`src/rtl/pipelined_cla_pkg.sv`:
```
`default_nettype none
//==============================================================================
// Module      : pipelined_cla_pkg
// Description : Shared constants and elaboration helpers for the pipelined
//               carry-lookahead adder/subtractor (segment/group sizing and
//               parameter legality).
// Revision    : 1.0 - initial release
//==============================================================================
package pipelined_cla_pkg;

   localparam int DEF_WIDTH  = 32;
   localparam int DEF_STAGES = 4;
   localparam int DEF_GROUP  = 4;

   // Bits resolved by one pipeline stage.
   function automatic int seg_width(input int width, input int stages);
      return width / stages;
   endfunction

   // CLA groups inside one segment.
   function automatic int num_groups(input int seg, input int group);
      return seg / group;
   endfunction

   // Width must split evenly into stages, and each segment into groups.
   function automatic bit params_legal(input int width, input int stages, input int group);
      return (width > 0) && (stages > 0) && (group > 0) &&
             ((width % stages) == 0) && (((width / stages) % group) == 0);
   endfunction

endpackage : pipelined_cla_pkg
`default_nettype wire

```
`src/rtl/pipelined_cla_adder_if.sv`:
```
`default_nettype none
//==============================================================================
// Module      : pipelined_cla_adder_if
// Description : Operand/result streaming bus of the pipelined CLA adder.
//               slave = adder side, master = producer/consumer side.
//               Macro PIPELINED_CLA_FLAGS_EN adds the ovf/zero flags.
// Revision    : 1.0 - initial release
//==============================================================================
interface pipelined_cla_adder_if #(
   parameter int WIDTH = 32
);
   logic             in_valid;
   logic             in_ready;
   logic [WIDTH-1:0] a;
   logic [WIDTH-1:0] b;
   logic             cin;
   logic             sub;
   logic             out_valid;
   logic             out_ready;
   logic [WIDTH-1:0] sum;
   logic             cout;
`ifdef PIPELINED_CLA_FLAGS_EN
   logic             ovf;
   logic             zero;

   modport slave (
      input  in_valid, a, b, cin, sub, out_ready,
      output in_ready, out_valid, sum, cout, ovf, zero
   );
   modport master (
      output in_valid, a, b, cin, sub, out_ready,
      input  in_ready, out_valid, sum, cout, ovf, zero
   );
`else
   modport slave (
      input  in_valid, a, b, cin, sub, out_ready,
      output in_ready, out_valid, sum, cout
   );
   modport master (
      output in_valid, a, b, cin, sub, out_ready,
      input  in_ready, out_valid, sum, cout
   );
`endif
endinterface : pipelined_cla_adder_if
`default_nettype wire

```
`src/rtl/pipelined_cla_adder_cla_group.sv`:
```
`default_nettype none
//==============================================================================
// Module      : cla_group
// Description : Combinational GROUP-bit carry-lookahead block. Every internal
//               carry is a flat sum of products of generate/propagate terms,
//               so there is no bit-to-bit ripple. Exposes group G/P for the
//               next lookahead level.
// Revision    : 1.0 - initial release
//==============================================================================
module cla_group #(
   parameter int GROUP = 4
) (
   input  logic [GROUP-1:0] i_a,
   input  logic [GROUP-1:0] i_b,
   input  logic             i_cin,
   output logic [GROUP-1:0] o_sum,
   output logic             o_g,
   output logic             o_p,
   output logic             o_cout
);
   logic [GROUP-1:0] w_p;
   logic [GROUP-1:0] w_g;
   logic [GROUP-1:0] w_c;

   assign w_p = i_a ^ i_b;
   assign w_g = i_a & i_b;

   // Bit carries c[i] = OR_j (g[j] & p[j+1..i-1]) | (p[0..i-1] & cin).
   always_comb begin
      logic v_term;
      logic v_acc_p;
      w_c    = '0;
      w_c[0] = i_cin;
      for (int i = 1; i < GROUP; i++) begin
         v_term  = 1'b0;
         v_acc_p = 1'b1;
         for (int j = i - 1; j >= 0; j--) begin
            v_term  = v_term | (v_acc_p & w_g[j]);
            v_acc_p = v_acc_p & w_p[j];
         end
         w_c[i] = v_term | (v_acc_p & i_cin);
      end
   end

   // Group generate: a carry leaves the group regardless of its carry-in.
   always_comb begin
      logic v_acc_p;
      o_g     = 1'b0;
      v_acc_p = 1'b1;
      for (int j = GROUP - 1; j >= 0; j--) begin
         o_g     = o_g | (v_acc_p & w_g[j]);
         v_acc_p = v_acc_p & w_p[j];
      end
   end

   assign o_p    = &w_p;
   assign o_sum  = w_p ^ w_c;
   assign o_cout = o_g | (o_p & i_cin);

endmodule : cla_group
`default_nettype wire

```
`src/rtl/pipelined_cla_adder.sv`:
```
`default_nettype none
//==============================================================================
// Module      : pipelined_cla_adder
// Description : STAGES-deep pipelined carry-lookahead adder/subtractor. Stage
//               s resolves bits [s*SEG +: SEG] with NGRP cla_group blocks plus
//               a group-level lookahead, then registers the carry, the sum
//               produced so far and the remaining operand bits. Valid/ready
//               per stage gives full throughput with backpressure.
//               Optional macro: PIPELINED_CLA_FLAGS_EN (ovf/zero outputs).
// Revision    : 1.0 - initial release
//==============================================================================
module pipelined_cla_adder
   import pipelined_cla_pkg::*;
#(
   parameter int WIDTH  = DEF_WIDTH,
   parameter int STAGES = DEF_STAGES,
   parameter int GROUP  = DEF_GROUP
) (
   input  logic                  clk,
   input  logic                  rst_n,
   pipelined_cla_adder_if.slave  bus
);
   localparam int SEG  = seg_width(WIDTH, STAGES);
   localparam int NGRP = num_groups(SEG, GROUP);

   if (!params_legal(WIDTH, STAGES, GROUP)) begin : g_param_check
      $fatal(1, "pipelined_cla_adder: WIDTH must divide by STAGES and SEG by GROUP");
   end

   logic [STAGES-1:0] w_valid;
   logic [STAGES-1:0] w_carry;
   logic [STAGES-1:0] w_ready;
   logic [WIDTH-1:0]  w_sum [STAGES];
   logic [WIDTH-1:0]  w_a   [STAGES];
   logic [WIDTH-1:0]  w_b   [STAGES];

   for (genvar s = 0; s < STAGES; s++) begin : g_stage
      logic             w_up_valid;
      logic             w_c_i;
      logic [WIDTH-1:0] w_a_i;
      logic [WIDTH-1:0] w_b_i;
      logic [WIDTH-1:0] w_sum_i;

      if (s == 0) begin : g_first
         // Subtraction is a + ~b + 1; cin acts as an active-high borrow-in.
         assign w_up_valid = bus.in_valid;
         assign w_a_i      = bus.a;
         assign w_b_i      = bus.sub ? ~bus.b : bus.b;
         assign w_c_i      = bus.cin ^ bus.sub;
         assign w_sum_i    = '0;
      end else begin : g_next
         assign w_up_valid = w_valid[s-1];
         assign w_a_i      = w_a[s-1];
         assign w_b_i      = w_b[s-1];
         assign w_c_i      = w_carry[s-1];
         assign w_sum_i    = w_sum[s-1];
      end

      // Unrolled form of ready_s = ~valid_s | ready_(s+1): a stage can
      // advance if the sink takes data or any stage at or below it is empty.
      assign w_ready[s] = bus.out_ready | ~(&w_valid[STAGES-1:s]);

      logic [SEG-1:0]  w_seg_a;
      logic [SEG-1:0]  w_seg_b;
      logic [SEG-1:0]  w_seg_sum;
      logic [NGRP-1:0] w_gg;
      logic [NGRP-1:0] w_gp;
      logic [NGRP-1:0] w_gc;
      logic [NGRP-1:0] w_gcout;

      assign w_seg_a = w_a_i[s*SEG +: SEG];
      assign w_seg_b = w_b_i[s*SEG +: SEG];

      for (genvar g = 0; g < NGRP; g++) begin : g_grp
         cla_group #(.GROUP(GROUP)) u_cla_group (
            .i_a    (w_seg_a[g*GROUP +: GROUP]),
            .i_b    (w_seg_b[g*GROUP +: GROUP]),
            .i_cin  (w_gc[g]),
            .o_sum  (w_seg_sum[g*GROUP +: GROUP]),
            .o_g    (w_gg[g]),
            .o_p    (w_gp[g]),
            .o_cout (w_gcout[g])
         );
      end

      // Group carry-ins from group G/P as flat sums of products.
      always_comb begin
         logic v_term;
         logic v_acc_p;
         w_gc    = '0;
         w_gc[0] = w_c_i;
         for (int g = 1; g < NGRP; g++) begin
            v_term  = 1'b0;
            v_acc_p = 1'b1;
            for (int j = g - 1; j >= 0; j--) begin
               v_term  = v_term | (v_acc_p & w_gg[j]);
               v_acc_p = v_acc_p & w_gp[j];
            end
            w_gc[g] = v_term | (v_acc_p & w_c_i);
         end
      end

      // Merge this segment's result into the partial sum travelling down.
      logic [WIDTH-1:0] w_sum_nxt;
      always_comb begin
         w_sum_nxt                = w_sum_i;
         w_sum_nxt[s*SEG +: SEG]  = w_seg_sum;
      end

      logic             r_valid;
      logic             r_carry;
      logic [WIDTH-1:0] r_sum;
      logic [WIDTH-1:0] r_a;
      logic [WIDTH-1:0] r_b;

      // Stage register: data only moves with a real operation so the
      // outputs stay at zero from reset until the first result.
      always_ff @(posedge clk or negedge rst_n) begin
         if (!rst_n) begin
            r_valid <= 1'b0;
            r_carry <= 1'b0;
            r_sum   <= '0;
            r_a     <= '0;
            r_b     <= '0;
         end else if (w_ready[s]) begin
            r_valid <= w_up_valid;
            if (w_up_valid) begin
               r_carry <= w_gcout[NGRP-1];
               r_sum   <= w_sum_nxt;
               r_a     <= w_a_i;
               r_b     <= w_b_i;
            end
         end
      end

      assign w_valid[s] = r_valid;
      assign w_carry[s] = r_carry;
      assign w_sum[s]   = r_sum;
      assign w_a[s]     = r_a;
      assign w_b[s]     = r_b;

`ifdef PIPELINED_CLA_FLAGS_EN
      if (s == STAGES - 1) begin : g_flags
         logic r_ovf;
         logic r_zero;
         logic w_ovf_nxt;
         logic w_zero_nxt;

         // Operand MSBs arrive here inside the last segment's a/b bits.
         assign w_ovf_nxt  = (w_a_i[WIDTH-1] == w_b_i[WIDTH-1]) &
                             (w_sum_nxt[WIDTH-1] != w_a_i[WIDTH-1]);
         assign w_zero_nxt = (w_sum_nxt == '0);

         // Flags load in lock-step with the final sum register.
         always_ff @(posedge clk or negedge rst_n) begin
            if (!rst_n) begin
               r_ovf  <= 1'b0;
               r_zero <= 1'b0;
            end else if (w_ready[s] && w_up_valid) begin
               r_ovf  <= w_ovf_nxt;
               r_zero <= w_zero_nxt;
            end
         end

         assign bus.ovf  = r_ovf;
         assign bus.zero = r_zero;
      end
`endif
   end

   assign bus.in_ready  = w_ready[0];
   assign bus.out_valid = w_valid[STAGES-1];
   assign bus.sum       = w_sum[STAGES-1];
   assign bus.cout      = w_carry[STAGES-1];

endmodule : pipelined_cla_adder
`default_nettype wire
```
`src/flat_wrapper.sv`:
```
// flat-port wrapper written by rule: the top's interface ports become plain ports
module pipelined_cla_adder_flat import pipelined_cla_pkg::*;
#(
   parameter int WIDTH  = DEF_WIDTH,
   parameter int STAGES = DEF_STAGES,
   parameter int GROUP  = DEF_GROUP
)
  (clk, rst_n, bus_in_valid, bus_a, bus_b, bus_cin, bus_sub, bus_out_ready, bus_in_ready, bus_out_valid, bus_sum, bus_cout);
  pipelined_cla_adder_if #(.WIDTH(WIDTH)) bus_i ();
  input  logic clk;
  input  logic rst_n;
  input wire logic [$bits(bus_i.in_valid)-1:0] bus_in_valid;
  input wire logic [$bits(bus_i.a)-1:0] bus_a;
  input wire logic [$bits(bus_i.b)-1:0] bus_b;
  input wire logic [$bits(bus_i.cin)-1:0] bus_cin;
  input wire logic [$bits(bus_i.sub)-1:0] bus_sub;
  input wire logic [$bits(bus_i.out_ready)-1:0] bus_out_ready;
  output wire logic [$bits(bus_i.in_ready)-1:0] bus_in_ready;
  output wire logic [$bits(bus_i.out_valid)-1:0] bus_out_valid;
  output wire logic [$bits(bus_i.sum)-1:0] bus_sum;
  output wire logic [$bits(bus_i.cout)-1:0] bus_cout;
  assign bus_i.in_valid = bus_in_valid;
  assign bus_i.a = bus_a;
  assign bus_i.b = bus_b;
  assign bus_i.cin = bus_cin;
  assign bus_i.sub = bus_sub;
  assign bus_i.out_ready = bus_out_ready;
  assign bus_in_ready = bus_i.in_ready;
  assign bus_out_valid = bus_i.out_valid;
  assign bus_sum = bus_i.sum;
  assign bus_cout = bus_i.cout;
  pipelined_cla_adder #(.WIDTH(WIDTH), .STAGES(STAGES), .GROUP(GROUP)) u_core (.clk(clk), .rst_n(rst_n), .bus(bus_i));
endmodule
```
`config.mk`:
```
export PLATFORM = sky130hd
export DESIGN_NAME = pipelined_cla_adder_flat
export DESIGN_NICKNAME = d
export VERILOG_FILES = /design/src/rtl/pipelined_cla_pkg.sv /design/src/rtl/pipelined_cla_adder_if.sv /design/src/rtl/pipelined_cla_adder_cla_group.sv /design/src/rtl/pipelined_cla_adder.sv /design/src/flat_wrapper.sv
export SDC_FILE = /design/constraint.sdc
export NUM_CORES = 1
export LEC_CHECK = 0
export BUFFER_PORTS_ARGS = -buffer_cell sky130_fd_sc_hd__buf_2
export CELL_PAD_IN_SITES_DETAIL_PLACEMENT = 0
export CELL_PAD_IN_SITES_GLOBAL_PLACEMENT = 1
export CORE_MARGIN = 2
export CORE_UTILIZATION = 51
export DETAILED_ROUTE_END_ITERATION = 10
export PLACE_DENSITY_LB_ADDON = 0.2
export SLEW_MARGIN = 5
export SYNTH_ARGS = -nofsm -noshare
export SYNTH_HDL_FRONTEND = slang
export SYNTH_SLANG_ARGS = --single-unit
```
`constraint.sdc`:
```
create_clock -name clk -period 6.1 [get_ports clk]
set_input_delay 0.305 -clock clk [delete_from_list [all_inputs] [get_ports clk]]
set_output_delay 0.305 -clock clk [all_outputs]
set_load 0.05 [all_outputs]
```
## Word level (Yosys, flattened, before mapping)

Index checks and enable logic that the tools add are counted.

- Bits of input ports: 70
- Register bits: 280

- Reduce and logical (&&, ||, !) cells: 15
- Bitwise gates (word level): 234
- Mux-type cells: 1

Operator list:

| operator | count |
|---|---|
| $and 1x1->1 | 120 |
| $or 1x1->1 | 84 |
| $xor 4x4->4 | 16 |
| $reduce_and 4->1 | 9 |
| $and 4x4->4 | 8 |
| $mux 32 | 1 |
| $not 32->32 | 1 |
| $reduce_and 2->1 | 5 |
| $not 1->1 | 4 |
| $reduce_and 3->1 | 1 |
| $xor 1x1->1 | 1 |

## Logic depth before layout (Yosys ltp)

Gate-level depths: netlist (run 1).

- Depth in word-level cells: 11
- Gate-level depth with buffers: 11

## Modules after synthesis

A second synthesis (run 1) with hierarchy kept.

- Cells, all modules: 592
- Area total of the unflattened synthesis: 8,583.2 um^2

By module, submodules not included:

| module | area each (um^2) | cells an instance | instances |
|---|---|---|---|
| pipelined_cla_adder | 7,170.6 | 436 | 1 |
| cla_group (u_core.g_stage[2].g_grp[0].u_cla_group ...) | 167.7 | 18 | 3 |
| cla_group (u_core.g_stage[0].g_grp[0].u_cla_group ...) | 186.4 | 22 | 2 |
| cla_group (u_core.g_stage[1].g_grp[1].u_cla_group ...) | 171.4 | 18 | 2 |
| cla_group (u_core.g_stage[1].g_grp[0].u_cla_group) | 193.9 | 22 | 1 |

## Least setup slack after synthesis (run 1)

No wires, ideal clock.

- Kind: input -> register
- From: input bus_sub
- To: register u_core.g_stage[0].r_sum[4]
- Slack: 3,577 ps
- Stages: 10
- Arrival time: 2,440 ps
- Buffers on the path: 2
- Path through: buf_6 buf_2 xor2_1 ha_1 and3_1 a221oi_4 nor2b_1 nor2_1 fa_1 o21ai_0

- Word-level cells in the longest chain between the ends: 8
- Elaborated cells between the ends (all ways): 17

RTL lines:

| item | line | RTL |
|---|---|---|
| from (decl) | flat_wrapper.sv:16 | `input wire logic [$bits(bus_i.sub)-1:0] bus_sub;` |
| $mux 32 | pipelined_cla_adder.sv:48 | `assign w_b_i = bus.sub ? ~bus.b : bus.b;` |
| $xor 4x4->4 / $and 4x4->4 (equally long branches) | pipelined_cla_adder_cla_group.sv:25, pipelined_cla_adder_cla_group.sv:26 |  |
| $and 1x1->1, on equally long branches | pipelined_cla_adder_cla_group.sv:51, pipelined_cla_adder_cla_group.sv:52 |  |
| $or 1x1->1, or another cell as far along | pipelined_cla_adder_cla_group.sv:51 | `o_g = o_g \| (v_acc_p & w_g[j]);` |
| $or 1x1->1 / $and 1x1->1 (equally long branches) | pipelined_cla_adder_cla_group.sv:51 |  |
| $or 1x1->1 | pipelined_cla_adder_cla_group.sv:51 |  |
| $or 1x1->1 | pipelined_cla_adder.sv:99 | `w_gc[g] = v_term \| (v_acc_p & w_c_i);` |
| $xor 4x4->4 (*) | pipelined_cla_adder_cla_group.sv:57 | `assign o_sum = w_p ^ w_c;` |
| to (signal assigned) | pipelined_cla_adder.sv:129 | `r_sum <= w_sum_nxt;` |
| to (decl) | pipelined_cla_adder.sv:112 | `logic [WIDTH-1:0] r_sum;` |

Every way passes the cells marked *; elsewhere a longest branch is shown, timed or not.
A chain may end at the register's enable or synchronous reset.

## Worst setup path after layout (run 1)

Ends and elaborated chain as after synthesis.

==> reports/qor.csv, run 1 <==
stage;metric;value;unit
run_status;status;completed;
worst_setup_path;startpoint types;input pin;
floorplan;Die X;132;um
routing;initial DRC count;216;
clock_network;Worst-path clk slew;0.07;ns
worst_setup_path;CP Class;in -> reg;
pwr;Clock power frac;24.4;%
synthesis;ys flop type;dfrtp_1;
floorplan;core area;15900;um2
floorplan;Initial Util;52.3;%
finish;commonest non-fill, non-tap cell in the layout;dfrtp_1;
pwr;Sequential Power Share;40.8;%
worst_setup_path;Critical Path RT;6.43;ns
timing;Setup Skew;0.00817;ns
routing;Via Count;4944;
clock_network;clock sinks;184;
timing;Max Slew Vio Count;0;
timing;final setup violation count;0;
synthesis;Synth warnings;0;
placement;Buffers on Ports;104;
job;Max Cap Violations;0;
routing;Routed WL;14.8;mm
clock_network;clk buf depth;2;
synthesis;cell count after synthesis;642;
synthesis;top-area cell type share of the netlist area;55.5;%
timing;post-route setup TNS;0;ns
finish;nets;851;
grt;M1 GR Usage;25.0;%
grt;antenna violations before repair;2;
grt;Most Crowded Layer GR;met2;
clock_network;cts bufs inserted;17;
clock_network;post-cts hold buffer count;0;
clock_network;root buf cell;clkbuf_16;
grt;largest net degree at the start of global routing;103;
synthesis;async set-reset flop share out of synthesis;100;%
worst_hold_path;HP Class;in -> async;
pwr;Psw;1.62;mW
floorplan;io pins;105;
grt;GRT Resource Usage Total;18.2;%
worst_setup_path;CP endpoint kind;register;
synthesis;Synth area leaders;dfrtp_1 55%, mux2_2 17%, ha_1 4.8%;
timing;Final WS setup;3.35;ns
synthesis;synthesized flop and latch total;184;
routing;mean routed wirelength per cell;15.3;um
routing;post-route ant nets;0;
synthesis;syn nets;752;
finish;final core utilization;60.5;%
finish;Area growth, synth to finish;15.7;%
timing;Final min period;2.75;ns
synthesis;cell area after synthesis;8300;um2
worst_setup_path;worst path cell trace;buf_2, xor2_1, ha_1, and3_1, a221oi_4, nor2b_1, nor2_1, fa_1, o21ai_0;
worst_setup_path;Crit-path slowest cell;buf_2;
grt;Congestion Overflow GR;0;
finish;most frequent cells in the layout;184 x dfrtp_1, 124 x mux2_2, 103 x buf_2, 59 x nand2_1, 55 x o21ai_0;
worst_setup_path;CP top delay family;buffers and inverters;
timing;Slew @ Worst Pin;1.17;ns
worst_setup_path;crit-path max cell delay;0.77;ns
placement;HPWL after detailed placement;10.1;mm
finish;layout cell share with drive strength beyond 1;36.3;%
worst_setup_path;Crit path arrival time;3.08;ns
worst_setup_path;Buf/Inv on CP;1;
floorplan;die height;132;um
pwr;Peak VDD IR;0.303;mV
finish;# diodes;0;
pwr;leakage;4.40;nW
pwr;Tot Pwr;4.60;mW
placement;GP Congestion;0.791;
routing;Residual DRC;0;
routing;vias per std cell;5.10;
clock_network;# resized after CTS;0;
floorplan;die footprint;17300;um2
grt;number of global-route vias before repair;5198;
pwr;internal power;2.98;mW
synthesis;count of cell types in the netlist;44;
grt;grt met3 use;4.82;%
timing;Final Hold Viols;0;
synthesis;Post-synth EDFFs;0;
pwr;Logic pwr share;34.8;%
finish;Fill cells;1302;
grt;first-pass GRT wire length;25.4;mm
worst_setup_path;CP max FO;33;
timing;slew margin rel.;21.7;%
clock_network;worst skew pair latency;0.42;ns
clock_network;CTS tree;built;
clock_network;# Post-CTS Setup Buffers;0;
grt;met2 GRT Util;29.0;%
timing;RSZ-0062 raised after global routing;false;
synthesis;sequential fraction of the synthesis area;55.5;%
routing;First-pass DRT Iterations;4;
timing;max frequency;0.364;GHz
clock_network;htree depth;4;
synthesis;cell taking the most area after synthesis;dfrtp_1;
pwr;Switching Share;35.2;%
synthesis;syn_area_per_cell;12.9;um2
pwr;P per Cell Area;479;nW/um2
timing;Tcrit/Tclk final;45.0;%
placement;dpl ws;2.91;ns
floorplan;num rows;46;
metrics by stage:
stage | cells | hold slack, ns | area, um2
floorplan | 642 | 0.00941 | 8300
global placement | 938 | 0.457 | 8990
detailed placement | 938 | 0.467 | 8990
CTS | 969 | 0.0329 | 9610
global route | 969 | 0.0737 | 9610
finish | 969 | 0.00204 | 9610
logic make-up after synthesis:
kind of cell	share of synthesized area [%]
xor gates and xnor gates	5.71
muxes	16.9
DFF	55.5
adders and majority gates	6.75
buffers and inverters	2.61
and+or+nand+nor	5.43
AOI/OAI and AO/OA	7.10
cell type report:
type / instances / area (um2) / area share, %
tap: 216 / 270 / 2.81
sequential: 184 / 4600 / 47.9
timing repair buffer: 108 / 557 / 5.80
clock buffer: 20 / 467 / 4.86
clock inverter: 11 / 146 / 1.52
inverter: 18 / 67.6 / 0.703
multi-input combinational: 412 / 3500 / 36.4
sequential cells by signal, summed over array words and instances (netlist names):
signal,cells
u_core.bus.out_valid,1
u_core.bus.cout,1
u_core.g_stage.r_valid,3
u_core.g_stage.r_a,48
u_core.g_stage.r_sum,48
u_core.g_stage.r_carry,3
u_core.bus.sum,32
u_core.g_stage.r_b,48
Yosys cell counts, drive strengths merged, types with 2 or more instances:
cell / n
nand3: 3
nor2b: 2
dfrtp: 184
xnor2: 30
a211oi: 7
nor3: 2
nand2: 62
o21ai: 57
o211ai: 2
o311ai: 3
o31ai: 3
xor2: 22
ha: 32
clkbuf: 6
a21o: 5
a31oi: 4
nand2b: 8
o21a: 3
mux2: 124
a21oi: 8
buf: 22
nor2: 12
fa: 8
inv: 18
nand4b: 2
nor3b: 2
metal layers:
metal | share of wire [%] | routed length, um
met4 | 0.70 | 104
met3 | 4.2 | 615
met1 | 48 | 7060
met2 | 47 | 7010
met5 | 0.16 | 24
power groups by stage:
stage	clock, mW	combinational, mW	sequential, mW
finish	1.13	1.60	1.88
global route	1.21	1.76	1.94
CTS	1.15	1.62	1.88
detailed placement	0	1.61	1.90
global placement	0	1.56	1.88
floorplan	0	0.897	2.21
worst register-to-register path, cell delays in order (launching register included):
cell	delay (ns)
dfrtp_1	0.42
nand4b_1	0.34
o21ai_4	0.65
buf_4	0.50
mux2_2	0.41
worst paths after layout:
path / from / to / slack, ns / depth (start not counted)
worst max-delay path: bus_sub / u_core.g_stage[0].r_sum[4] / 3.35 / 9
worst min-delay path: rst_n / u_core.g_stage[2].r_a[30] / 0.002 / 1
worst max register to register: u_core.g_stage[1].r_valid / u_core.g_stage[0].r_a[8] / 3.67 / 4
worst min register to register: u_core.bus.sum[30] / u_core.bus.sum[30] / 0.47 / 2
max in group asynchronous: rst_n / u_core.g_stage[2].r_a[26] / 4.51 / 2
min in group clk: bus_a[18] / u_core.g_stage[0].r_a[18] / 0.11 / 2
(Power assumes the default switching activity.)
==> inputs of run 2 (changes only) <==
- CORE_UTILIZATION: 51 -> 43
- clock period: 6.1 -> 2.3 ns (I/O delays scaled with it)
==> run 2 against run 1 <==
Against the previous run: sequential share of layout area decreased by 3.3 points; power increased to 2.7 times the previous value; non-clock buffer count increased by 61; critical endpoint is now u_core.g_stage[2].r_sum[20]; clock power increased to 2.6 times the previous value; combinational power increased to 2.8 times the previous value; first-iteration DRC count increased by 0.46%; register-to-register slack got worse by 3.6 ns; sequential power increased to 2.7 times the previous value.
==> reports/qor.csv, run 2 (synthesized netlist as in run 1, its figures left out) <==
stage;metric;value;unit
run_status;status;completed;
worst_setup_path;Buf/Inv on CP;0;
floorplan;io pins;105;
placement;Buffers on Ports;104;
timing;Max Slew Vio Count;0;
finish;commonest non-fill, non-tap cell in the layout;dfrtp_1;
clock_network;clock sinks;184;
worst_setup_path;crit-path max cell delay;0.49;ns
pwr;Tot Pwr;12.3;mW
worst_setup_path;worst path cell trace;ha_1, a211oi_2, nor2_1, o21ai_1, nand2b_1, fa_1, mux2_2;
clock_network;clk buf depth;2;
floorplan;Initial Util;44.1;%
floorplan;core area;18800;um2
finish;biggest regs;u_core.g_stage.r_a: 48 flops, u_core.g_stage.r_b: 48 flops, u_core.g_stage.r_sum: 48 flops;
job;Max Cap Violations;0;
pwr;internal power;7.97;mW
timing;Final min period;2.19;ns
placement;Inst Count DP;995;
worst_setup_path;CP Class;reg -> reg;
worst_hold_path;hold depth;3;
pwr;Logic pwr share;35.7;%
pwr;Psw;4.36;mW
worst_setup_path;Crit path arrival time;2.50;ns
timing;max frequency;0.457;GHz
finish;# diodes;0;
floorplan;Die X;143;um
grt;largest net degree at the start of global routing;69;
finish;nets;912;
worst_setup_path;CP endpoint kind;register;
pwr;Clock power frac;23.8;%
clock_network;CTS tree;built;
finish;Area growth, synth to finish;24.2;%
grt;GRT Resource Usage Total;17.0;%
worst_hold_path;HP Class;in -> reg;
finish;Fill cells;1635;
timing;final setup violation count;0;
pwr;Switching Share;35.4;%
finish;Sequential Area;4600;um2
worst_setup_path;CP top delay family;adder cells;
pwr;leakage;4.68;nW
placement;HPWL after detailed placement;11.1;mm
finish;most frequent cells in the layout;184 x dfrtp_1, 124 x mux2_2, 103 x buf_2, 59 x nand2_1, 51 x o21ai_0;
clock_network;# Post-CTS Setup Buffers;0;
floorplan;die footprint;20400;um2
routing;First-pass DRT Iterations;4;
placement;Post-DP Area;9220;um2
routing;initial DRC count;217;
routing;Residual DRC;0;
timing;RSZ-0062 raised after global routing;false;
pwr;Sequential Power Share;40.5;%
timing;slew margin rel.;54.6;%
clock_network;worst skew pair latency;0.42;ns
timing;Slew @ Worst Pin;0.681;ns
routing;Routed WL;16.0;mm
worst_setup_path;startpoint types;register;
floorplan;num rows;50;
routing;post-route ant nets;0;
clock_network;root buf cell;clkbuf_16;
finish;design area;10300;um2
worst_setup_path;reg2reg path depth;7;
pwr;Peak VDD IR;0.538;mV
grt;Congestion Overflow GR;0;
timing;WHS;0.0254;ns
finish;layout cell share with drive strength beyond 1;35.1;%
clock_network;cts bufs inserted;17;
routing;vias per std cell;4.89;
floorplan;die height;143;um
grt;first-pass GRT wire length;27.3;mm
clock_network;htree depth;4;
routing;mean routed wirelength per cell;14.9;um
finish;final cell count without fillers;1074;
timing;Final Hold Viols;0;
pwr;P per Cell Area;1200;nW/um2
worst_setup_path;critical path depth;7;
grt;number of global-route vias before repair;5590;
finish;multi-input logic area;3510;um2
timing;Tcrit/Tclk final;95.2;%
grt;antenna violations before repair;0;
placement;GP Congestion;0.817;
worst_setup_path;Crit-path slowest cell;fa_1;
clock_network;Worst-path clk slew;0.07;ns
routing;Via Count;5256;
worst_setup_path;CP max FO;3;
timing;Setup Skew;0.00885;ns
worst_setup_path;Critical Path RT;2.61;ns
==> run 2: cell types whose count changed in the layout (fill, tap and decap cells not counted) <==
cell,delta
a211oi_1,-2
a211oi_2,+2
buf_12,+6
buf_4,+7
clkbuf_1,+2
clkbuf_8,-2
clkinv_2,-1
clkinvlp_4,+1
dlygate4sd3_1,+48
o21ai_0,-4
o21ai_1,+4
==> run 2: what timing repair did <==
action / 4_1_cts / 5_1_grt
endpoints found under the hold margin: 111 / 0
pin swaps: 0 / 2
hold buffers: 48 / 0
resized for setup: 1 / 5
endpoints found under the setup margin: 1 / 4
==> run 2: final timing paths <==
check	slack, ns	to	startpoint
max in group asynchronous	1.22	u_core.g_stage[0].r_sum[5]	rst_n
worst min register to register	0.48	u_core.bus.sum[27]	u_core.bus.sum[27]
worst max register to register	0.11	u_core.g_stage[2].r_sum[20]	u_core.g_stage[1].r_b[16]
worst min-delay path	0.03	u_core.g_stage[0].r_b[25]	bus_b[25]
min in group asynchronous	0.27	u_core.bus.sum[28]	rst_n
worst max-delay path	0.11	u_core.g_stage[2].r_sum[20]	u_core.g_stage[1].r_b[16]
==> run 2: metal layers <==
| metal | routed length, um | vias up | part of all wire, % | global-route usage, % |
|---|---|---|---|---|
| met5 | 0 | - | 0 | 0 |
| met4 | 185 | 0 | 1.2 | 4.48 |
| met3 | 591 | 14 | 3.7 | 4.39 |
| met2 | 7620 | 88 | 48 | 28.4 |
| met1 | 7590 | 2611 | 47 | 22.2 |
| li1 | - | 2543 | - | - |
==> run 2: worst register-to-register path, delay by kind of cell, from the launching register on <==
kind / cells / cell delay (ns)
AO/OA/AOI/OAI: 2 / 0.36
adder cells (fa/ha/maj): 2 / 0.83
flip-flops: 1 / 0.40
multiplexers: 1 / 0.28
AND/OR/NAND/NOR: 2 / 0.19
==> run 2: through the flow <==
stage / setup WS [ns] / setup TNS, ns / util (%)
2_1_floorplan: 0.00951 / 0 / -
4_1_cts: 0.0273 / 0 / 54.7
3_5_place_dp: -0.0210 / -0.0210 / 49.0
3_3_place_gp: 0.0912 / 0 / 49.0
6_report: 0.111 / 0 / 54.7
5_1_grt: 0.00125 / 0 / 54.7
==> run 2: final cells by class <==
class / instances / share of cell area [%]
Sequential cell: 184 / 44.7
Clock buffer: 20 / 4.33
Tap cell: 260 / 3.16
Inverter: 18 / 0.655
Multi-Input combinational cell: 412 / 34.0
Timing Repair Buffer: 169 / 11.7
Clock inverter: 11 / 1.44
==> run 2: power groups by stage <==
stage	combinational (mW)	clock, mW	sequential [mW]
final	4.40	2.94	4.99
after global placement	4.25	0	5.00
after CTS	4.45	3.04	5.01
after detailed placement	4.36	0	5.06
after global routing	4.86	3.16	5.15
after floorplan	2.38	0	5.87
